[config.mk]
export PLATFORM = sky130hd
export DESIGN_NAME = cdr_lock_sequencer
export DESIGN_NICKNAME = d
export VERILOG_FILES = /design/src/rtl/cdr_lock_sequencer.sv
export SDC_FILE = /design/constraint.sdc
export NUM_CORES = 1
export LEC_CHECK = 0
export CAP_MARGIN = 20
export CORE_ASPECT_RATIO = 0.9
export CORE_UTILIZATION = 57
export CTS_CLUSTER_SIZE = 24
export DETAILED_ROUTE_END_ITERATION = 10
export DONT_BUFFER_PORTS = 1
export HOLD_SLACK_MARGIN = 0.06
export PLACE_DENSITY = 0.68
export RECOVER_POWER = 50
export SYNTH_ARGS = -nofsm -noshare
export SYNTH_HDL_FRONTEND = slang
export SYNTH_SLANG_ARGS = --single-unit
[constraint.sdc]
create_clock -name clk -period 8.27 [get_ports clk]
set_clock_uncertainty 0.2 [all_clocks]
set_input_delay 2.0675 -clock clk [delete_from_list [all_inputs] [get_ports clk]]
set_output_delay 2.0675 -clock clk [all_outputs]
set_load 0.01 [all_outputs]
[src/rtl/cdr_lock_sequencer.sv]
// cdr_lock_sequencer: acquisition/lock controller for the baud-rate
// Mueller-Muller CDR loop. It steps the PI loop filter through
// clear -> fast acquisition -> slow tracking -> locked, and qualifies lock
// from windowed counts of small phase-detector errors.
module cdr_lock_sequencer #(
    parameter int DATA_W       = 16,
    parameter int WIN_LEN      = 256,
    parameter int GOOD_MIN     = 240,
    parameter int ERR_THR      = 64,
    parameter int CLR_CYCLES   = 8,
    parameter int KP_ACQ       = 8,
    parameter int KI_ACQ       = 14,
    parameter int KP_TRK       = 12,
    parameter int KI_TRK       = 18,
    parameter int ACQ_WINDOWS  = 4,
    parameter int LOCK_WINDOWS = 8,
    parameter int FAIL_WINDOWS = 2,
    parameter int ACQ_TIMEOUT  = 64
) (
    input  logic                     clk,
    input  logic                     rst,
    input  logic                     enable,
    input  logic                     sample_en,
    input  logic signed [DATA_W-1:0] f_n,
    input  logic                     dfcw_sat,
    output logic [4:0]               kp_shift,
    output logic [4:0]               ki_shift,
    output logic                     pi_clear,
    output logic                     pi_freeze,
    output logic [2:0]               state,
    output logic                     locked,
    output logic                     lol_pulse,
    output logic                     timeout_pulse,
    output logic [7:0]               retry_cnt
);

    typedef enum logic [2:0] {
        ST_IDLE   = 3'd0,
        ST_CLEAR  = 3'd1,
        ST_ACQ    = 3'd2,
        ST_TRACK  = 3'd3,
        ST_LOCKED = 3'd4
    } state_t;

    localparam logic [DATA_W:0] ERR_THR_V   = ERR_THR[DATA_W:0];
    localparam logic [15:0]     WIN_LAST    = 16'(WIN_LEN - 1);
    localparam logic [15:0]     CLR_LAST    = 16'(CLR_CYCLES - 1);
    localparam logic [15:0]     GOOD_MIN_V  = 16'(GOOD_MIN);
    localparam logic [15:0]     ACQ_WIN_V   = 16'(ACQ_WINDOWS);
    localparam logic [15:0]     LOCK_WIN_V  = 16'(LOCK_WINDOWS);
    localparam logic [15:0]     FAIL_WIN_V  = 16'(FAIL_WINDOWS);
    localparam logic [15:0]     ACQ_TMO_V   = 16'(ACQ_TIMEOUT);
    localparam logic [4:0]      KP_ACQ_V    = KP_ACQ[4:0];
    localparam logic [4:0]      KI_ACQ_V    = KI_ACQ[4:0];
    localparam logic [4:0]      KP_TRK_V    = KP_TRK[4:0];
    localparam logic [4:0]      KI_TRK_V    = KI_TRK[4:0];

    // Magnitude is one bit wider than the input so that the most negative
    // code maps to its true positive value instead of wrapping.
    function automatic logic [DATA_W:0] abs_ext(input logic signed [DATA_W-1:0] x);
        logic signed [DATA_W:0] xe;
        xe = {x[DATA_W-1], x};
        return (xe < 0) ? unsigned'(-xe) : unsigned'(xe);
    endfunction

    function automatic logic [15:0] inc_sat16(input logic [15:0] v);
        return (v == 16'hFFFF) ? v : v + 16'd1;
    endfunction

    function automatic logic [7:0] inc_sat8(input logic [7:0] v);
        return (v == 8'hFF) ? v : v + 8'd1;
    endfunction

    state_t              cur_state, nxt;
    logic [15:0]         sym_cnt, good_cnt, pass_run, fail_run, acq_win, clr_cnt;
    logic [DATA_W:0]     mag;
    logic                sym_good, counting, strobe, win_done, win_pass;
    logic [15:0]         good_total, pass_run_nx, fail_run_nx, acq_win_nx;
    logic [4:0]          kp_nx, ki_nx;
    logic                clear_nx, freeze_nx, locked_nx, lol_nx, tmo_nx;

    // Per-strobe symbol qualification and end-of-window evaluation.
    always_comb begin
        mag         = abs_ext(f_n);
        sym_good    = (mag <= ERR_THR_V) && !dfcw_sat;
        counting    = (cur_state == ST_ACQ) || (cur_state == ST_TRACK) ||
                      (cur_state == ST_LOCKED);
        strobe      = sample_en && counting;
        win_done    = strobe && (sym_cnt == WIN_LAST);
        good_total  = good_cnt + {15'd0, sym_good};
        win_pass    = (good_total >= GOOD_MIN_V);
        pass_run_nx = win_pass ? inc_sat16(pass_run) : 16'd0;
        fail_run_nx = win_pass ? 16'd0 : inc_sat16(fail_run);
        acq_win_nx  = inc_sat16(acq_win);
    end

    // Next-state selection and the registered outputs of the state being entered.
    always_comb begin
        nxt    = cur_state;
        lol_nx = 1'b0;
        tmo_nx = 1'b0;
        if (!enable) begin
            nxt = ST_IDLE;
        end else begin
            case (cur_state)
                ST_IDLE:   nxt = ST_CLEAR;
                ST_CLEAR:  if (clr_cnt == CLR_LAST) nxt = ST_ACQ;
                ST_ACQ: begin
                    if (win_done) begin
                        // A passing window wins over a timeout on the same edge.
                        if (pass_run_nx == ACQ_WIN_V) begin
                            nxt = ST_TRACK;
                        end else if (acq_win_nx == ACQ_TMO_V) begin
                            nxt    = ST_CLEAR;
                            tmo_nx = 1'b1;
                        end
                    end
                end
                ST_TRACK: begin
                    if (win_done) begin
                        if (pass_run_nx == LOCK_WIN_V)      nxt = ST_LOCKED;
                        else if (fail_run_nx == FAIL_WIN_V) nxt = ST_ACQ;
                    end
                end
                ST_LOCKED: begin
                    if (win_done && (fail_run_nx == FAIL_WIN_V)) begin
                        nxt    = ST_ACQ;
                        lol_nx = 1'b1;
                    end
                end
                default:   nxt = ST_IDLE;
            endcase
        end

        kp_nx     = KP_TRK_V;
        ki_nx     = KI_TRK_V;
        clear_nx  = 1'b0;
        freeze_nx = 1'b0;
        locked_nx = 1'b0;
        case (nxt)
            ST_IDLE: begin
                clear_nx  = 1'b1;
                freeze_nx = 1'b1;
            end
            ST_CLEAR: begin
                clear_nx  = 1'b1;
                freeze_nx = 1'b1;
                kp_nx     = KP_ACQ_V;
                ki_nx     = KI_ACQ_V;
            end
            ST_ACQ: begin
                kp_nx = KP_ACQ_V;
                ki_nx = KI_ACQ_V;
            end
            ST_LOCKED: locked_nx = 1'b1;
            default: ;
        endcase
    end

    // State and output registers; outputs follow the state entered on this edge.
    always_ff @(posedge clk) begin
        if (rst) begin
            cur_state     <= ST_IDLE;
            kp_shift      <= KP_TRK_V;
            ki_shift      <= KI_TRK_V;
            pi_clear      <= 1'b1;
            pi_freeze     <= 1'b1;
            locked        <= 1'b0;
            lol_pulse     <= 1'b0;
            timeout_pulse <= 1'b0;
            retry_cnt     <= 8'd0;
        end else begin
            cur_state     <= nxt;
            kp_shift      <= kp_nx;
            ki_shift      <= ki_nx;
            pi_clear      <= clear_nx;
            pi_freeze     <= freeze_nx;
            locked        <= locked_nx;
            lol_pulse     <= lol_nx;
            timeout_pulse <= tmo_nx;
            if (tmo_nx) retry_cnt <= inc_sat8(retry_cnt);
        end
    end

    // Window, run and dwell counters; any state change or disable restarts them,
    // which also drops a strobe that lands on a transition edge.
    always_ff @(posedge clk) begin
        if (rst || !enable || (nxt != cur_state)) begin
            sym_cnt  <= 16'd0;
            good_cnt <= 16'd0;
            pass_run <= 16'd0;
            fail_run <= 16'd0;
            acq_win  <= 16'd0;
            clr_cnt  <= 16'd0;
        end else begin
            if (cur_state == ST_CLEAR) clr_cnt <= inc_sat16(clr_cnt);
            if (win_done) begin
                sym_cnt  <= 16'd0;
                good_cnt <= 16'd0;
                pass_run <= pass_run_nx;
                fail_run <= fail_run_nx;
                if (cur_state == ST_ACQ) acq_win <= acq_win_nx;
            end else if (strobe) begin
                sym_cnt  <= sym_cnt + 16'd1;
                good_cnt <= good_total;
            end
        end
    end

    assign state = cur_state;

endmodule

; ---- Yosys cells after proc, flatten, opt, wreduce, memory -nomap -nowiden
; Index checks and enable logic that the tools add are counted.
[word_totals]
regBits = 121
latch_bits = 0
ram_bits = 0
mem_bits_ro = 0
output_inout_bits = 26
elab_cells = 93
n_memories = 0
[op_classes]
add_sub_neg = 8
multipliers = 0
div_mod_pow = 0
n_lt_le_gt_ge = 3
n_eq_ne = 19
shifts = 0
muxes = 26
n_bitwise = 4
n_reduce_logical = 19
[ops]
columns = cell, count
row1 = $add 16x1->16 const B, 5
row2 = $mux 16, 5
row3 = $eq 16x16->1 const B, 4
row4 = $eq 16x3->1 const B, 2
row5 = $mux 3, 10
row6 = $le 17x7->1 const B, 1
row7 = $mux 17, 1
row8 = $neg 16->17, 1
row9 = $add 16x1->16, 1
row10 = $eq 16x2->1 const B, 1
row11 = $eq 16x4->1 const B, 1
row12 = $eq 16x7->1 const B, 1
row13 = $eq 16x8->1 const B, 1
row14 = $ge 16x8->1 const B, 1
row15 = $lt 16x1->1 const B, 1
row16 = $pmux 3 s5, 1
row17 = $eq 3x2->1 const B, 3
row18 = $add 8x1->8 const B, 1
row19 = $eq 8x8->1 const B, 1
row20 = $mux 1, 8
row21 = $eq 3x1->1 const B, 2
row22 = $eq 3x3->1 const B, 2
row23 = $logic_not 3->1, 2
row24 = $reduce_and 2->1, 3
row25 = 8 further kinds, 20

; ---- Longest topological paths before layout
; Gate-level depths: netlist of the first run.
[logic_depth]
depth_word = 16
depth_mapped = 22

; ---- Least setup slack after synthesis of the first run
; Ideal clock, no wire load.
[synth_timing]
kind = input-to-reg
start = input port f_n[2]
end = register sym_cnt[1]
setup_time_ps = 141
arrival_ps = 6521
required_time_ps = 7929
path_slack_ps = 1409
stages = 20
path_cell_list = or4_1 > nor2_1 > nand2_1 > o41ai_1 > xnor2_1 > nor4_1 > o2111ai_1 > nor2_1 > ha_1 > ha_1 > and3_1 > mux2i_1 > maj3_1 > o21ai_1 > nand3_2 > nor4_4 > nor3_1 > mux2i_4 > buf_4 > nor3_2
[synth_between]
elab_chain_cells = 16
word_cells_on_any_way = 24
cone_classes = 2 x add/sub / 3 x order compare / 4 x eq/ne / 11 x mux / 4 x reduce/logical
[synth_rtl]
columns = item, line_no
row1 = from (decl), 24  ; input logic signed [DATA_W-1:0] f_n,
row2 = $neg 16->17 or $lt 16x1->1 (tied branches), 63  ; return (xe < 0) ? unsigned'(-xe) : unsigned'(xe);
row3 = $mux 17 (*), 63
row4 = $le 17x7->1 (*), 85  ; sym_good = (mag <= ERR_THR_V) && !dfcw_sat;
row5 = $logic_and 1x1->1 (*), 85
row6 = $add 16x1->16 (*), 90  ; good_total = good_cnt + {15'd0, sym_good};
row7 = $ge 16x8->1 (*), 91  ; win_pass = (good_total >= GOOD_MIN_V);
row8 = $mux 16, 93  ; fail_run_nx = win_pass ? 16'd0 : inc_sat16(fail_run);
row9 = $eq 16x2->1, "122, 126"
row10 = $mux 3, 122  ; else if (fail_run_nx == FAIL_WIN_V) nxt = ST_ACQ;
row11 = $mux 3, 121  ; if (pass_run_nx == LOCK_WIN_V) nxt = ST_LOCKED;
row12 = $mux 3, 120  ; if (win_done) begin
row13 = $pmux 3 s5 (*), 105  ; case (cur_state)
row14 = $mux 3 (*), 102  ; if (!enable) begin
row15 = $ne 3x3->1 (*), 188  ; if (rst || !enable || (nxt != cur_state)) begin
row16 = $logic_or 1x1->1 (*), 188
row17 = $reduce_or 2->1 (no line) (*), n/a
row18 = to (signal assigned), 204  ; sym_cnt <= sym_cnt + 16'd1;
row19 = to (decl), 75  ; logic [15:0] sym_cnt, good_cnt, pass_run, fail_run, acq_win, clr_cnt;
; Every way passes the cells marked *; elsewhere a longest branch is shown, timed or not.
; A chain may end at the register's enable or synchronous reset.

; ---- Worst setup path after layout of the first run
[layout_timing]
start = input port f_n[2]
end = register sym_cnt[2]
; The elaborated chain is that of the path after synthesis.

==> flow_summary.ini, run 1 <==
[timing]
rsz0062_at_grt = no
setup_tns_ns = 0
tightestPinTransition_ns = 0.725
relSlewSlack = 0.510
finalMaxSlewViolations = 0
max_freq_ghz = 0.133
setup_viol = 0
hold_violations = 0
finalCritPeriodShare = 0.907
post-route-min-period_ns = 7.50

[cells_and_area]
n_antenna_cell = 0
nets = 932
ff_latch_area_mm2 = 0.00226
syn2layout_area_growth_pct = 7.58
drive_gt1_frac = 0.0874
multiInputGateArea_mm2 = 0.00459
layout_commonest_cell = nor2_1
fill_cells = 1068
final_cell_mix = nor2_1 (117), dfxtp_1 (113), nand2_1 (79), a21oi_1 (53), nand3_1 (51)

[detailed_routing]
wl_met1_mm = 7.99
firstDrtPassIters = 5
wl_met2_mm = 7.99
top_layer = met4
avgViaCountPerCell = 6.27
vias = 6742
wl_mm = 17.3
drcViolationCount = 0
drt.antenna.violating_nets = 0
drt-initial-drc-count = 494
route.met3.wl_mm = 1.09
avgRoutedWirePerCell_um = 16.1

[cts]
htree_levels = 4
cts.sinks = 113
cts_resized = 0
cts_inserted_buffers = 17
clk_latency_ns = 0.42
clockRootBuffer = clkbuf_16
cts_hold_buffers = 0
clk_pin_slew_worst_paths_ns = 0.06
postCtsSetupBuffers = 0
cts_buffer_depth = 2
cts_tree = done

[pwr]
power.total_mw = 1.30
powerDensity_mw_per_mm2 = 166
power_leakage_nw = 2.37
ir_drop_mv = 0.153

[global_route]
globalRouteOverflowTotal = 0
antenna_found_initial = 0
grt_max_degree = 59
grt_pass1_vias = 6128
track_usage = 0.274
grt_pass1_wl_mm = 28.9

[synthesis]
synth_area_leaders = dfxtp_1 (31%), nor2_1 (6.1%), xnor2_1 (5.3%)
syn_area_per_cell_um2 = 7.82
yosys_warnings = 0
syn_inst = 926
yosysSeqAreaShare = 0.312
yosysTopAreaCell = dfxtp_1
yosys_most_used_dff = dfxtp_1
syn_area_mm2 = 0.00724
synth-seq-cells = 113
synth_edf_count = 0
synthArstFlopShare = 0
synth_top_area_frac = 0.312
ys_types = 80

[critical_path]
end_kind = flip-flop
crit_fanout = 32
start_kind = input port
crit_required_ns = 8.36
arrival_ns = 7.59
path_class = input port to flip-flop

[die]
die_h_um = 109
num_io_pins = 47
initial_core_util = 0.593
fp.dieW_um = 121
coreArea_mm2 = 0.0122
die_area_mm2 = 0.0132
core.rowCount = 38

[placed_design]
io_buffer_count = 0
place_hpwl_mm = 12.0
gp_congestion = 0.910

[min_path]
hp-class = flip-flop to flip-flop

[run_status]
status = finished clean

[job]
cap_violations = 0
## through the flow
stage          hold WS [ns]  utilization  instance area, um^2  setup WS, ns  std cells
6_report              0.324        0.638                 7790         0.767       1075
5_1_grt               0.342        0.638                 7790         0.243       1075
4_1_cts               0.322        0.641                 7830         0.942       1075
3_5_place_dp          0.307        0.593                 7250         0.502       1043
3_3_place_gp          0.294        0.593                 7250         0.793       1043
2_1_floorplan         0.272            -                 7260          1.41        930
## path summary, 6_finish.rpt
check | cells past startpoint | endpoint | slack (ns) | from
min | 2 | sym_cnt[15] | 0.32 | sym_cnt[15]
max | 20 | sym_cnt[2] | 0.77 | f_n[2]
min reg2reg | 2 | sym_cnt[15] | 0.32 | sym_cnt[15]
max reg2reg | 11 | sym_cnt[2] | 3.80 | pass_run[0]
## report_power, final
part | internal, mW | switching [mW] | leakage (nW) | total [mW]
clock network | 0.465 | 0.254 | 0.279 | 0.720
registers | 0.546 | 0.00208 | 0.911 | 0.548
logic | 0.00949 | 0.0200 | 1.18 | 0.0295
total | 1.02 | 0.276 | 2.37 | 1.30
## kinds of logic after synthesis
kind of cell / share of synthesized area
AND/OR/NAND/NOR: 0.352
buffers and inverters: 0.0508
XOR/XNOR: 0.0822
adder cells (fa/ha/maj): 0.0169
other: 0.00104
flip-flops: 0.312
AO/OA/AOI/OAI: 0.161
multiplexers: 0.0242
## flip-flops by register name, summed over array words and instances (netlist names), 3 cells and up
register / flops
acq_win: 16
clr_cnt: 16
fail_run: 16
good_cnt: 16
pass_run: 16
sym_cnt: 16
retry_cnt: 8
state: 3
## cell usage after synthesis (4+ instances only)
master	count
and4_1	9
nor2b_1	9
clkbuf_1	26
o21ai_0	39
o21a_1	5
xnor2_1	44
nor3_2	26
a41oi_1	4
nand4_1	25
and3_1	19
nand3_1	50
nand3b_1	4
buf_2	14
a21oi_1	53
dfxtp_1	113
nand2b_1	9
inv_1	23
or3_1	17
xor2_1	24
mux2i_1	13
nor4_1	22
a31oi_1	10
and4b_1	4
a22oi_1	4
o31ai_1	8
a211oi_2	5
buf_4	10
nor3_1	37
and2_1	11
nor2_1	117
nand2_1	79
or4_1	7
o211ai_1	5
ha_1	9
## routing by layer
| metal | global-route usage | vias up |
|---|---|---|
| met2 | 0.438 | 221 |
| met3 | 0.0706 | 29 |
| met4 | 0.108 | 0 |
| met5 | 0 | - |
| li1 | - | 3310 |
| met1 | 0.355 | 3182 |
## critical path, stage by stage
cell and delay (ns):
or4_1 0.56, nor2_1 0.19, nand2_1 0.12, o41ai_1 0.61
xnor2_1 0.14, nor4_1 0.31, o2111ai_1 0.16, nor2_1 0.15
ha_1 0.20, ha_1 0.20, and3_1 0.22, mux2i_1 0.09
maj3_1 0.36, o21ai_1 0.29, nand3_1 0.44, nor4_4 0.51
nor3_1 0.20, mux2i_4 0.24, buf_4 0.43, nor2_1 0.10
## cell type report
class,count,area share
Sequential cell,113,0.290
Timing Repair Buffer,7,0.00835
Inverter,23,0.0111
Clock buffer,23,0.0613
Multi-Input combinational cell,740,0.590
Tap cell,160,0.0257
Clock inverter,9,0.0137
Power figures use the tool's default switching activity.
==> run 2: changes to the inputs <==
- CORE_ASPECT_RATIO: 0.9 -> 1.75
==> run 2 against run 1 <==
Register-to-register slack worse by 0.02 ns. First-iteration DRC count is 21% lower. Die area is 0.13% higher. Design area is 0.95% higher. Power is 4.5% higher. Via count is 0.86% lower. Worst setup slack better by 0.15 ns. Routed wire length is 1.6% higher.
==> flow_summary.ini, run 2 (synthesis results as in run 1) <==
[placed_design]
gp_congestion = 0.929
io_buffer_count = 0
place_hpwl_mm = 12.5
dp_cells = 1051

[critical_path]
path_cells = or4_1 > nor2_1 > nand2_1 > o41ai_1 > xnor2_1 > nor4_1 > o2111ai_1 > nor2_1 > ha_1 > ha_1 > nand3_1 > nor4_1 > a31oi_1 > a221oi_1 > nand2_1 > a31o_2 > o22ai_2 > mux2i_4 > buf_12 > nor2_1
end_kind = flip-flop
path_buf_inv = 1
path_class = input port to flip-flop
path_common_cell = nor2_1
crit_slowest_cell = o41ai_1
crit_required_ns = 8.35
crit_fanout = 67
cpPeakStageDelay_ns = 0.61
arrival_ns = 7.43
start_kind = input port
cpLargestDelayFamily = compound AO/OA/AOI/OAI gates

[die]
die_area_mm2 = 0.0132
num_io_pins = 47
core.rowCount = 54
die_h_um = 151
initial_core_util = 0.583
fp.dieW_um = 87.2
coreArea_mm2 = 0.0124

[detailed_routing]
top_layer = met4
wl_met1_mm = 6.87
drt-initial-drc-count = 392
avgRoutedWirePerCell_um = 16.3
drcViolationCount = 0
wl_mm = 17.6
firstDrtPassIters = 5
wl_met2_mm = 9.58
drt.antenna.violating_nets = 0
route.met3.wl_um = 521
vias = 6684
avgViaCountPerCell = 6.17

[timing]
max_freq_ghz = 0.136
setup_viol = 0
post-route-min-period_ns = 7.35
rsz0062_at_grt = no
tightestPinTransition_ns = 0.846
hold_violations = 0
relSlewSlack = 0.435
finalCritPeriodShare = 0.889
setup_tns_ns = 0
finalMaxSlewViolations = 0

[cts]
htree_levels = 4
cts_hold_buffers = 0
clockRootBuffer = clkbuf_16
postCtsSetupBuffers = 0
cts_tree = done
cts_buffer_depth = 2
cts_inserted_buffers = 17
clk_pin_slew_worst_paths_ns = 0.05
cts_resized = 0
clk_latency_ns = 0.41
cts.sinks = 113

[cells_and_area]
nets = 932
n_antenna_cell = 0
final_cell_mix = nor2_1 (117), dfxtp_1 (113), nand2_1 (79), a21oi_1 (53), nand3_1 (50)
syn2layout_area_growth_pct = 8.60
layout_commonest_cell = nor2_1
drive_gt1_frac = 0.0929
final_cells = 1083

[global_route]
track_usage = 0.275
grt_max_degree = 68
globalRouteOverflowTotal = 0
antenna_found_initial = 0
grt_pass1_wl_mm = 28.9
grt_pass1_vias = 6383

[job]
cap_violations = 0

[run_status]
status = finished clean

[min_path]
hp-class = flip-flop to flip-flop

[pwr]
powerDensity_mw_per_mm2 = 172
power_leakage_nw = 2.38
ir_drop_mv = 0.122
==> run 2: changes by cell type in the layout (fill, tap and decap cells not counted), moves of 2 or more <==
| cell | before | now |
|---|---|---|
| a211oi_1 | 6 | 4 |
| a211oi_2 | 2 | 4 |
| bufinv_16 | 2 | 4 |
| clkbuf_8 | 3 | 1 |
| clkinv_2 | 3 | 1 |
| inv_6 | 0 | 2 |
==> run 2: layout make-up <==
| cell class | instances | area [um^2] |
|---|---|---|
| multi-input cells | 740 | 4610 |
| clock inverters | 12 | 181 |
| well taps | 168 | 210 |
| clock buffers | 20 | 447 |
| repair buffers | 7 | 65.1 |
| flip-flops and latches | 113 | 2260 |
| inverters | 23 | 86.3 |
| fillers | 1119 | 4570 |
==> run 2: worst min-delay path: cells and delay by family (launching register included) <==
kind               cells  cell delay [ns]
and+or+nand+nor        1             0.07
DFF                    1             0.34
AOI/OAI and AO/OA      1             0.05
==> run 2: final timing paths <==
| path | startpoint | endpoint | slack [ns] | cells after the start |
|---|---|---|---|---|
| min | pass_run[14] | pass_run[14] | 0.31 | 2 |
| max | f_n[2] | fail_run[9] | 0.92 | 20 |
| max reg2reg | state[1] | fail_run[9] | 3.78 | 11 |
| min reg2reg | pass_run[14] | pass_run[14] | 0.31 | 2 |
==> run 2: power breakdown <==
part | switching (mW) | leakage (nW) | internal, mW
clock | 0.265 | 0.293 | 0.514
combinational | 0.0198 | 1.18 | 0.00948
sequential | 0.00217 | 0.911 | 0.546
total | 0.287 | 2.38 | 1.07
==> run 2: per-layer routing <==
| metal | vias to the layer above | track usage |
|---|---|---|
| met3 | 58 | 0.0414 |
| li1 | 3301 | - |
| met1 | 3159 | 0.278 |
| met2 | 166 | 0.526 |
| met5 | - | 0 |
| met4 | 0 | 0.149 |
==> run 2: metrics by stage <==
step | util | hold slack [ns] | worst slack, ns | cell area [um^2] | total power, mW
6_report | 0.633 | 0.312 | 0.918 | 7870 | 1.36
3_3_place_gp | 0.584 | 0.284 | 0.778 | 7260 | 0.588
3_5_place_dp | 0.584 | 0.304 | 0.695 | 7260 | 0.589
5_1_grt | 0.633 | 0.353 | 0.427 | 7870 | 1.39
2_1_floorplan | - | 0.272 | 1.41 | 7260 | 0.588
4_1_cts | 0.634 | 0.311 | 1.12 | 7890 | 1.37
==> run 3: changes to the inputs <==
- CORE_ASPECT_RATIO: 1.75 -> 1.5
==> run 3 against run 2 <==
Routed wire length grew 4.5%. Register-to-register slack gained 0.04 ns. Critical path depth is the same. Clock power shrank 2%. Sequential power is essentially flat. Global-route usage grew 1.4 points. Flip-flop and latch count is the same. Die area is essentially flat. Maximum frequency shrank 1.1%. First-iteration DRC count grew 15%. Largest cell class unchanged. Largest power group unchanged.
==> flow_summary.ini, run 3 (synthesis results as in run 1) <==
[pwr]
p_clk_frac = 0.569
p_int_mw = 1.04
seq_power_share = 0.409
switchingPower_mw = 0.299
pwr-share-comb = 0.022
powerDensity_mw_per_mm2 = 171
power_leakage_nw = 2.38
ir_drop_mv = 0.138
swShare = 0.224

[min_path]
hp-class = flip-flop to flip-flop

[detailed_routing]
drcViolationCount = 0
avgRoutedWirePerCell_um = 17.2
vias = 6826
drt-initial-drc-count = 452
wl_mm = 18.4
drt.antenna.violating_nets = 0
avgViaCountPerCell = 6.37
firstDrtPassIters = 5

[critical_path]
start_kind = input port
path_class = input port to flip-flop
cpLargestDelayFamily = simple AND/OR/NAND/NOR gates
path_cells = or4_1 > nor2_1 > nand2_1 > o41ai_1 > xnor2_1 > nor4_1 > o2111ai_1 > nor2_1 > ha_1 > ha_1 > and3_1 > mux2i_1 > maj3_1 > o21ai_1 > nand3_1 > nor4_4 > nor3_1 > mux2i_4 > buf_4 > nor2_1
arrival_ns = 7.52
path_common_cell = nor2_1
cpPeakStageDelay_ns = 0.62
path_buf_inv = 1
end_kind = flip-flop
crit_required_ns = 8.35
crit_fanout = 39
crit_slowest_cell = o41ai_1

[placed_design]
dp_slack_ns = 0.538
gp_congestion = 0.903
placed_area_mm2 = 0.00724
place_hpwl_mm = 13.0
io_buffer_count = 0

[timing]
hold_violations = 0
rsz0062_at_grt = no
setup_tns_ns = 0
setup_viol = 0
max_freq_ghz = 0.135
post-route-min-period_ns = 7.43
tightestPinTransition_ns = 0.827
finalCritPeriodShare = 0.899
finalMaxSlewViolations = 0
relSlewSlack = 0.448
worst_slack_ns = 0.836

[cts]
postCtsSetupBuffers = 0
clk_pin_slew_worst_paths_ns = 0.06
clk_latency_ns = 0.41
htree_levels = 4
cts_tree = done
clockRootBuffer = clkbuf_16
cts_inserted_buffers = 17
cts_buffer_depth = 2
cts.sinks = 113
cts_hold_buffers = 0
cts_resized = 0

[global_route]
globalRouteOverflowTotal = 0
antenna_found_initial = 0
grt_busiest_layer = met2
use_met2 = 0.529
grt_pass1_wl_mm = 30.6
grt_max_degree = 52
use_met1 = 0.309
grt_pass1_vias = 6599
grt_use_met3 = 0.0527
track_usage = 0.289

[die]
coreArea_mm2 = 0.0124
core.rowCount = 50
die_h_um = 140
die_area_mm2 = 0.0132
fp.dieW_um = 94.0
num_io_pins = 47
initial_core_util = 0.582

[cells_and_area]
final_cell_mix = nor2_1 (117), dfxtp_1 (113), nand2_1 (79), a21oi_1 (53), nand3_1 (51)
drive_gt1_frac = 0.0918
n_antenna_cell = 0
layout_commonest_cell = nor2_1
nets = 932
syn2layout_area_growth_pct = 8.09
post-route-cell-area_mm2 = 0.00783

[job]
cap_violations = 0

[run_status]
status = finished clean
-- run 3: cell types whose count changed in the layout (fill, tap and decap cells not counted) --
cell / previous run / this run
nand3_2: 1 / 0
a211oi_2: 4 / 3
bufinv_16: 4 / 3
nand3_1: 50 / 51
clkbuf_1: 2 / 0
a221oi_1: 1 / 0
clkinvlp_4: 4 / 5
nor3_2: 25 / 23
a211oi_1: 4 / 5
a221oi_2: 0 / 1
nor3_1: 38 / 40
clkinv_2: 1 / 0
clkinv_4: 1 / 4
-- run 3: area by class of cell --
class / count / area [um^2]
inverters: 23 / 86.3
clock inverters: 14 / 180
well taps: 156 / 195
fillers: 1139 / 4620
clock buffers: 18 / 439
repair buffers: 7 / 65.1
multi-input cells: 740 / 4600
flip-flops and latches: 113 / 2260
-- run 3: routing by layer --
layer | vias up | part of all wire
met5 | - | 0
li1 | 3307 | -
met3 | 47 | 0.041
met1 | 3278 | 0.40
met2 | 194 | 0.53
met4 | 0 | 0.031
-- run 3: power groups by stage --
| stage | Combinational, mW | Sequential (mW) | Clock (mW) |
|---|---|---|---|
| after floorplan | 0.0297 | 0.558 | 0 |
| after global placement | 0.0284 | 0.559 | 0 |
| after detailed placement | 0.0293 | 0.559 | 0 |
| after CTS | 0.0295 | 0.547 | 0.770 |
| after global routing | 0.0324 | 0.547 | 0.795 |
| final | 0.0293 | 0.547 | 0.762 |
-- run 3: per-stage QoR --
stage | hold slack, ns | instances | total power, mW | utilization
final | 0.303 | 1071 | 1.34 | 0.629
after detailed placement | 0.298 | 1039 | 0.589 | 0.582
after CTS | 0.306 | 1071 | 1.35 | 0.632
after global placement | 0.286 | 1039 | 0.588 | 0.582
after global routing | 0.339 | 1071 | 1.37 | 0.629
after floorplan | 0.272 | 930 | 0.588 | -
-- run 3: worst reg2reg max path, cell delays in order (launching register included) --
cell	delay, ns
dfxtp_1	0.49
ha_1	0.38
nand4_2	0.22
nor4_1	0.36
mux2_2	0.40
nor4_1	0.24
nor4b_4	0.45
a31oi_1	0.21
o22ai_2	0.47
mux2i_4	0.35
buf_4	0.44
nor2_1	0.12
-- run 3: path summary, 6_finish.rpt --
check | from | endpoint | slack [ns] | cells past startpoint
setup / recovery | f_n[2] | fail_run[7] | 0.84 | 20
hold / removal | pass_run[14] | pass_run[14] | 0.30 | 2
setup reg to reg | pass_run[0] | fail_run[7] | 3.82 | 11
hold reg to reg | pass_run[14] | pass_run[14] | 0.30 | 2
